**src/rtl/wb_conmax_rf_p.sv**
```systemverilog
// Wishbone configuration register file with pass-through to the slave fabric.
// Serves NREG byte-writable registers, a sticky write-lock at index 63 and a commit strobe.
module wb_conmax_rf_p #(
    parameter logic [3:0] RF_ADDR = 4'hf,
    parameter int DW   = 32,
    parameter int AW   = 32,
    parameter int SW   = DW / 8,
    parameter int NREG = 16,
    parameter int RW   = 16
) (
    input  logic                 clk_i,
    input  logic                 rst_i,
    input  logic [DW-1:0]        i_wb_data_i,
    output logic [DW-1:0]        i_wb_data_o,
    input  logic [AW-1:0]        i_wb_addr_i,
    input  logic [SW-1:0]        i_wb_sel_i,
    input  logic                 i_wb_we_i,
    input  logic                 i_wb_cyc_i,
    input  logic                 i_wb_stb_i,
    output logic                 i_wb_ack_o,
    output logic                 i_wb_err_o,
    output logic                 i_wb_rty_o,
    input  logic [DW-1:0]        e_wb_data_i,
    output logic [DW-1:0]        e_wb_data_o,
    output logic [AW-1:0]        e_wb_addr_o,
    output logic [SW-1:0]        e_wb_sel_o,
    output logic                 e_wb_we_o,
    output logic                 e_wb_cyc_o,
    output logic                 e_wb_stb_o,
    input  logic                 e_wb_ack_i,
    input  logic                 e_wb_err_i,
    input  logic                 e_wb_rty_i,
    output logic [NREG*RW-1:0]   conf_o,
    output logic                 lock_o,
    output logic                 upd_o,
    output logic [5:0]           upd_idx_o
);

    typedef enum logic {IDLE, RESP} state_t;

    state_t          state, state_nxt;
    logic            rf_sel;
    logic [5:0]      idx;
    logic            is_lock;
    logic            is_mapped;
    logic            req_err;
    logic            rsp_err;
    logic            lock_q;
    logic            commit;
    logic            rf_ack;
    logic            rf_err;
    logic [DW-1:0]   rd_val;
    logic [DW-1:0]   rf_dout;
    logic [RW-1:0]   lane_mask;
    logic [RW-1:0]   conf_q [NREG];

    assign rf_sel    = i_wb_cyc_i & i_wb_stb_i & (i_wb_addr_i[AW-5:AW-8] == RF_ADDR);
    assign idx       = i_wb_addr_i[7:2];
    assign is_lock   = (idx == 6'd63);
    assign is_mapped = (int'(idx) < NREG);
    assign req_err   = (!is_mapped && !is_lock) || (i_wb_we_i && lock_q && !is_lock);
    assign commit    = (state == RESP) && rf_sel && i_wb_we_i && !rsp_err;

    // Read value captured at request time; erroring accesses return zero.
    always_comb begin
        rd_val = '0;
        if (!req_err) begin
            if (is_lock) begin
                rd_val[0] = lock_q;
            end else begin
                for (int k = 0; k < NREG; k++) begin
                    if (int'(idx) == k) begin
                        rd_val[RW-1:0] = conf_q[k];
                    end
                end
            end
        end
    end

    always_comb begin
        lane_mask = '0;
        for (int i = 0; i < RW; i++) begin
            lane_mask[i] = i_wb_sel_i[i/8];
        end
    end

    always_ff @(posedge clk_i or posedge rst_i) begin
        if (rst_i) begin
            state <= IDLE;
        end else begin
            state <= state_nxt;
        end
    end

    always_comb begin
        state_nxt = state;
        case (state)
            IDLE:    if (rf_sel) state_nxt = RESP;
            RESP:    state_nxt = IDLE;
            default: state_nxt = IDLE;
        endcase
    end

    always_comb begin
        rf_ack = 1'b0;
        rf_err = 1'b0;
        if (state == RESP) begin
            rf_ack = rf_sel & !rsp_err;
            rf_err = rf_sel & rsp_err;
        end
    end

    always_ff @(posedge clk_i or posedge rst_i) begin
        if (rst_i) begin
            rsp_err <= 1'b0;
            rf_dout <= '0;
        end else if (state == IDLE && rf_sel) begin
            rsp_err <= req_err;
            rf_dout <= rd_val;
        end
    end

    // Writes commit at the end of the response cycle, so a master abort leaves state untouched.
    always_ff @(posedge clk_i or posedge rst_i) begin
        if (rst_i) begin
            for (int k = 0; k < NREG; k++) begin
                conf_q[k] <= '0;
            end
            lock_q    <= 1'b0;
            upd_o     <= 1'b0;
            upd_idx_o <= '0;
        end else begin
            upd_o <= 1'b0;
            if (commit) begin
                if (is_lock) begin
                    if (i_wb_sel_i[0] && i_wb_data_i[0]) begin
                        lock_q <= 1'b1;
                    end
                end else if (is_mapped) begin
                    for (int k = 0; k < NREG; k++) begin
                        if (int'(idx) == k) begin
                            conf_q[k] <= (conf_q[k] & ~lane_mask) | (i_wb_data_i[RW-1:0] & lane_mask);
                        end
                    end
                    upd_o     <= 1'b1;
                    upd_idx_o <= idx;
                end
            end
        end
    end

    always_comb begin
        conf_o = '0;
        for (int k = 0; k < NREG; k++) begin
            conf_o[k*RW +: RW] = conf_q[k];
        end
    end

    assign lock_o      = lock_q;
    assign e_wb_addr_o = i_wb_addr_i;
    assign e_wb_sel_o  = i_wb_sel_i;
    assign e_wb_data_o = i_wb_data_i;
    assign e_wb_we_o   = i_wb_we_i;
    assign e_wb_stb_o  = i_wb_stb_i;
    assign e_wb_cyc_o  = i_wb_cyc_i & !rf_sel;
    assign i_wb_data_o = rf_sel ? rf_dout : e_wb_data_i;
    assign i_wb_ack_o  = rf_sel ? rf_ack  : e_wb_ack_i;
    assign i_wb_err_o  = rf_sel ? rf_err  : e_wb_err_i;
    assign i_wb_rty_o  = rf_sel ? 1'b0    : e_wb_rty_i;

endmodule
```
**config.mk**
```make
export PLATFORM = sky130hd
export DESIGN_NAME = wb_conmax_rf_p
export DESIGN_NICKNAME = d
export VERILOG_FILES = /design/src/rtl/wb_conmax_rf_p.sv
export SDC_FILE = /design/constraint.sdc
export NUM_CORES = 1
export LEC_CHECK = 0
export ABC_AREA = 0
export BUFFER_PORTS_ARGS = -buffer_cell sky130_fd_sc_hd__clkbuf_2
export CORE_MARGIN = 1.5
export CORE_UTILIZATION = 33
export CTS_BUF_LIST = sky130_fd_sc_hd__clkbuf_4 sky130_fd_sc_hd__clkbuf_8 sky130_fd_sc_hd__clkbuf_16
export DETAILED_ROUTE_END_ITERATION = 8
export GPL_TIMING_DRIVEN = 0
export SLEW_MARGIN = 10
export SYNTH_ARGS = -nofsm -noshare
export SYNTH_HDL_FRONTEND = slang
export SYNTH_SLANG_ARGS = --single-unit
```
**constraint.sdc**
```tcl
create_clock -name clk_i -period 13.5 [get_ports clk_i]
set_input_delay 2.7 -clock clk_i [delete_from_list [all_inputs] [get_ports clk_i]]
set_output_delay 2.7 -clock clk_i [all_outputs]
set_load 0.02 [all_outputs]
```
Yosys cells after proc, flatten, opt, wreduce, memory -nomap -nowiden

Cells that the tools add are included.
Widths: inputs -> output; s select.

Bits in registers: 282
Input bits: 108
Output and inout port bits: 370

Order comparisons: 1
Eq/ne operators: 17
Multiplexer cells: 30
Bitwise operators: 41
Reductions and logical operators: 32

Operators by type and width:

| cell               | number |
|---|---|
| $and 16x16->16     | 17 |
| $mux 16            | 17 |
| $or 16x16->16      | 16 |
| $reduce_and 4->1   | 16 |
| $eq 6x5->1 const B | 8 |
| $mux 32            | 1 |
| $eq 6x4->1 const B | 4 |
| $not 16->16        | 1 |
| $mux 15            | 1 |
| $eq 6x3->1 const B | 2 |
| $mux 1             | 10 |
| $logic_and 1x1->1  | 8 |
| $eq 6x2->1 const B | 1 |
| $eq 6x6->1 const B | 1 |
| $logic_not 6->1    | 1 |
| $lt 6x5->1 const B | 1 |
| $reduce_and 3->1   | 2 |
| $and 1x1->1        | 5 |
| $eq 4x4->1 const B | 1 |
| $logic_not 1->1    | 4 |
| $not 1->1          | 2 |
| $pmux 1 s2         | 1 |
| $logic_or 1x1->1   | 1 |

Depth between registers and ports, before layout

Gate-level depths: netlist of the first run.

Depth in word-level cells: 19
Gate-level depth with buffers: 9
Mapped depth without buffers: 5

Worst setup path after synthesis of the first run

OpenSTA, ideal clock, no wires.

Kind: input port to output port
From: input port i_wb_addr_i[25]
To: output port i_wb_data_o[0]
Arrival: 4.187 ns
Required time: 10.800 ns
Slack: 6.613 ns
Stages: 5
Buffers on the path: 2
Path through: and4_1 > and2_1 > clkbuf_1 > buf_1 > mux2_2

Longest elaborated chain between the ends: 3

Ends and longest elaborated chain:

| element     | RTL line | RTL |
|---|---|---|
| from (decl) | 15       | `input logic [AW-1:0] i_wb_addr_i,` |
| $eq 4x4->1  | 57       | `assign rf_sel = i_wb_cyc_i & i_wb_stb_i & (i_wb_addr_i[AW-5:AW-8] == RF_ADDR);` |
| $and 1x1->1 | 57       |  |
| $mux 32     | 166      | `assign i_wb_data_o = rf_sel ? rf_dout : e_wb_data_i;` |
| to (decl)   | 14       | `output logic [DW-1:0] i_wb_data_o,` |

Every way passes these cells.

Final worst setup path of the first run

From: input port i_wb_addr_i[25]
To: output port i_wb_data_o[3]

The elaborated chain is that of the path after synthesis.

==> flow_summary.toml, run 1 <==
[grt]
grt_start_max_net_pins = 112
grt_pass1_wl_mm = 83.0
grt-ovfl-total = 0
first_global_vias = 11800
antenna_found_initial = 0
grtUsageTotal_pct = 25.9

[critical_path]
critPathMaxFanout = 10
required_ns = 10.80
critPathLaunchType = "input pin"
cp-end-kind = "output port"
crit_buf_inv = 4
crit_arrival_ns = 5.27
path_class = "input pin to output port"
slowest_delay_ns = 0.67
crit_path_frequent_cell = "clkbuf_2"
crit_path_cell_trace = "clkbuf_2 > and4_1 > and2_1 > clkbuf_1 > buf_1 > mux2_2 > clkbuf_2"
critPathTopFamily = "buffers and inverters"
crit_slowest_cell = "buf_1"

[status]
outcome = "finished, final reports clean"

[timing]
tightest_slew_ns = 1.18
final-hold-violation-count = 0
fmax_mhz = 126
min_period_ns = 7.97
setup_ws_ns = 5.53
slew_viol_final = 0
fin_crit_sh_pct = 59.0
fin_tns_setup_ns = 0
grt_setup_unrepaired = "no"
setup_viol = 0
slew_headroom_pct = 20.8
clock_skew_ns = 0.00760

[die]
core-area_mm2 = 0.0418
io_pins = 478
rows = 75
die_area_mm2 = 0.0434
die_w_um = 208
die_h_um = 208
initial_core_util_pct = 33.3

[power]
cellLeakagePower_nw = 9.30
pwr_density_cell_mw_per_mm2 = 105
peakVddDrop_v = 0.0000953
finalPower_w = 0.00187

[place]
dp.cells = 2100
dp_hpwl_mm = 44.8
place_congestion = 0.858
preCtsSetupSlack_ns = 5.43
io_buffers = 435
postPlaceCellArea_mm2 = 0.0168

[clocking]
insertion_delay_ns = 0.57
cts.sinks = 282
clkTransAtPathRegs_ns = 0.06
cts_hold_buf = 0
cts_buffer_depth = 3
numCtsBuffers = 30
cts_setup_buffers = 0
h-tree-depth = 1
tritoncts = "built"
clock-root-buffer = "clkbuf_16"
cts_resized = 0

[logic_synthesis]
yosysUniqueCellTypes = 58
synth_seq_area_share_pct = 50.7
syn-cell-area_mm2 = 0.0139
syn_nets = 1232
synth_cells = 1124
synth_top_cell_area_share_pct = 50.7
yosys.area.top_type = "dfrtp_1"
synth_edf_count = 0
ys_ff_latch = 282
yosysWarnings = 0
ys.flop_type = "dfrtp_1"
ys_top_cells_by_count = "dfrtp_1 (282), mux2_2 (282), buf_4 (73), nand3_1 (42)"
syn_avg_cell_area_um2 = 12.4
async_flop_share_pct = 100
synthTopCellsByArea = "dfrtp_1 (51%), mux2_2 (23%), buf_4 (3.9%)"

[routing]
drt-total-wl_mm = 57.3
drt-wirelength-per-cell_um = 26.6
ant_nets = 0
drt-vias-per-instance = 5.37
via_count = 11600
drt-pass1-iter-count = 6
drc = 0
drtIter0Drc = 773

[layout]
instances_no_fill = 2157
fill_cells = 4039
nets = 1701
drive_above_1_share_pct = 55.8
final_area_mm2 = 0.0179
syn_to_final_growth_pct = 28.5

[hold_path]
hold_path_class = "flip-flop to flip-flop"

[run]
cap_violations = 0
==> per-stage QoR <==
stage	hold WS (ns)	utilization [%]
6_report	0.494	42.8
5_1_grt	0.507	42.8
4_1_cts	0.498	42.8
3_5_place_dp	0.481	40.3
3_3_place_gp	0.468	40.2
2_1_floorplan	0.450	-
==> where the power goes <==
group | switching, W | total (W) | leakage (nW) | internal, W
combinational | 0.000106 | 0.000155 | 4.84 | 0.0000491
sequential | 0.00000149 | 0.000848 | 3.94 | 0.000847
clock | 0.000355 | 0.000871 | 0.516 | 0.000516
total | 0.000463 | 0.00187 | 9.30 | 0.00141
==> placed cells by master (no fill, tap or decap), types with 4 or more instances in the layout <==
cell	count
a211o_1	12
a211oi_1	5
a21oi_1	6
a221o_1	15
a221oi_1	8
a22o_1	20
a22oi_1	14
a311oi_1	12
and2_1	4
buf_1	7
buf_2	27
buf_4	73
buf_6	4
clkbuf_1	39
clkbuf_16	31
clkbuf_2	435
clkbuf_4	6
clkbuf_8	5
clkinv_2	7
clkinvlp_4	4
dfrtp_1	282
inv_1	7
mux2_2	282
mux2i_1	15
nand2_1	39
nand2_2	8
nand2b_1	14
nand3_1	42
nand4_1	5
nor2_1	17
nor2b_1	20
nor3_1	38
nor4_1	15
o21ai_0	7
o221ai_1	27
o32ai_1	13
==> worst paths after layout <==
path | cells past startpoint | endpoint | start | slack [ns]
setup / recovery | 7 | i_wb_data_o[3] | i_wb_addr_i[25] | 5.53
hold / removal | 1 | upd_idx_o[5] | upd_idx_o[5] | 0.49
setup reg to reg | 6 | rf_dout[5] | lock_o | 10.89
hold reg to reg | 1 | upd_idx_o[5] | upd_idx_o[5] | 0.49
max in group asynchronous | 3 | async pin | rst_i | 10.36
min in group asynchronous | 2 | async pin | rst_i | 2.17
==> per-layer routing <==
layer / up-vias / routed length (um) / GRT usage (%)
li1: 5093 / - / -
met1: 5933 / 24000 / 32.8
met2: 484 / 28100 / 44.3
met3: 73 / 3950 / 6.10
met4: 0 / 1290 / 6.75
met5: - / 0 / 0
==> area by class of cell <==
class / instances / area, um2 / area share (%)
clock inverter: 14 / 155 / 0.868
antenna: 1 / 2.50 / 0.0140
buffer: 150 / 901 / 5.04
sequential: 282 / 7060 / 39.5
tap: 539 / 674 / 3.77
multi-input combinational: 684 / 5930 / 33.2
clock buffer: 42 / 890 / 4.98
timing repair buffer: 437 / 2230 / 12.5
inverter: 8 / 37.5 / 0.210
==> cell families after synthesis <==
family | after synthesis | share of synthesized area (%)
AOI/OAI and AO/OA | 157 | 9.49
buffers and inverters | 158 | 6.69
DFF | 282 | 50.7
muxes | 297 | 23.9
and+or+nand+nor | 230 | 9.22
(Power assumes the default switching activity.)
==> inputs of run 2 (changes only) <==
Clock period 13.5 ns to 6.6 ns, I/O delays scaled along.
==> run 2 against run 1 <==
  * Via count increased by 0.16%
  * Combinational power increased by 110%
  * Highest routed layer unchanged
  * Critical path type unchanged
  * Non-clock buffer count increased by 7
  * Final cell count increased by 0.28%
  * Register-to-register slack got worse by 6.8 ns
  * Die area unchanged
  * Critical path depth unchanged
==> flow_summary.toml, run 2 (synthesized netlist as in run 1, its figures left out) <==
[routing]
drtIter0Drc = 589
drt-vias-per-instance = 5.36
drt-total-wl_mm = 57.4
drt-wirelength-per-cell_um = 26.5
via_count = 11600
drc = 0
drt-pass1-iter-count = 6
ant_nets = 0

[critical_path]
crit_path_frequent_cell = "clkbuf_2"
path_class = "input pin to output port"
critPathMaxFanout = 10
critPathTopFamily = "buffers and inverters"
crit_slowest_cell = "buf_1"
required_ns = 5.28
slowest_delay_ns = 0.69
crit_path_cell_trace = "clkbuf_2 > and4_1 > and2_1 > clkbuf_1 > buf_1 > mux2_2 > clkbuf_2"
cp-end-kind = "output port"
crit_buf_inv = 4
crit_arrival_ns = 3.82
critPathLaunchType = "input pin"

[clocking]
cts_setup_buffers = 0
cts_resized = 0
clkTransAtPathRegs_ns = 0.06
tritoncts = "built"
cts.sinks = 282
numCtsBuffers = 30
cts_hold_buf = 0
insertion_delay_ns = 0.59
h-tree-depth = 1
cts_buffer_depth = 3
clock-root-buffer = "clkbuf_16"

[layout]
drive_above_1_share_pct = 56.0
nets = 1708
syn_to_final_growth_pct = 29.2
final_area_mm2 = 0.0180
layout_commonest_cell = "clkbuf_2"
final_cell_mix = "clkbuf_2 (435), mux2_2 (282), dfrtp_1 (282)"
antenna_cells = 0
fin_util_pct = 43.1

[die]
initial_core_util_pct = 33.3
die_area_mm2 = 0.0434
io_pins = 478
die_w_um = 208
rows = 75
core-area_mm2 = 0.0418
die_h_um = 208

[timing]
tightest_slew_ns = 1.13
slew_viol_final = 0
fin_crit_sh_pct = 77.9
clock_skew_ns = 0.0225
fmax_mhz = 195
setup_viol = 0
final-hold-violation-count = 0
slew_headroom_pct = 23.8
fin_tns_setup_ns = 0
min_period_ns = 5.14
grt_setup_unrepaired = "no"

[power]
cellLeakagePower_nw = 9.35
p_sw_share_pct = 25.1
clkPwrFrac_pct = 45.8
combPwrFrac_pct = 8.6
intPower_w = 0.00285
seqPwrFrac_pct = 45.6
pwr_density_cell_mw_per_mm2 = 212
p_switching_w = 0.000954
peakVddDrop_v = 0.000185

[status]
outcome = "finished, final reports clean"

[place]
place_congestion = 0.853
dp_hpwl_mm = 45.5
io_buffers = 435
postPlaceCellArea_mm2 = 0.0170

[grt]
first_global_vias = 11800
grt-ovfl-total = 0
antenna_found_initial = 0
grtUsageTotal_pct = 25.9
grt_start_max_net_pins = 39
grt_pass1_wl_mm = 82.8

[hold_path]
hold_path_class = "flip-flop to flip-flop"

[run]
cap_violations = 0
==> run 2: worst register-to-register path, cell delays in order, from the launching register on <==
cell	delay, ns
dfrtp_1	0.40
nor2_1	0.20
and4_1	0.31
clkbuf_1	0.41
buf_2	0.35
nand2_1	0.34
mux2_2	0.39
==> run 2: per-stage QoR <==
stage | std cells | worst slack (ns) | total power, W | hold WS, ns
finish | 2163 | 1.46 | 0.00380 | 0.488
global route | 2163 | 1.21 | 0.00392 | 0.516
CTS | 2163 | 1.27 | 0.00383 | 0.491
detailed placement | 2107 | 1.28 | 0.00210 | 0.472
global placement | 2098 | -0.349 | 0.00208 | 0.465
floorplan | 1124 | 1.54 | 0.00195 | 0.450
==> run 2: power groups by stage <==
stage	Sequential [W]	Combinational (W)	Clock, W
after global routing	0.00173	0.000349	0.00184
after detailed placement	0.00177	0.000329	0
after global placement	0.00177	0.000312	0
after CTS	0.00174	0.000330	0.00177
after floorplan	0.00177	0.000183	0
final	0.00174	0.000326	0.00174
==> run 2: final timing paths <==
check                                      end  slack (ns)  depth (start not counted)             from
worst max register to register       flip-flop        4.09                          6          rsp_err
max in group asynchronous            async pin        4.63                          6            rst_i
min in group asynchronous                upd_o        0.74                          2            rst_i
worst min register to register      rf_dout[7]        0.49                          2       rf_dout[7]
worst min-delay path                rf_dout[7]        0.49                          2       rf_dout[7]
worst max-delay path            i_wb_data_o[1]        1.46                          7  i_wb_addr_i[24]
==> run 2: layout make-up <==
type	count	area [um2]
fillers	4057	23800
flip-flops and latches	282	7060
multi-input cells	684	5930
repair buffers	444	2360
plain buffers	150	901
clock buffers	41	877
well taps	539	674
clock inverters	15	145
inverters	8	33.8
==> run 2: per-layer routing <==
layer  global-route usage, %  routed length, um  vias up
li1                        -                  -     5115
met1                    33.2              24200     5948
met2                    44.3              27900      468
met3                    5.66               3930       71
met4                    6.67               1350        0
met5                       0                  0        -
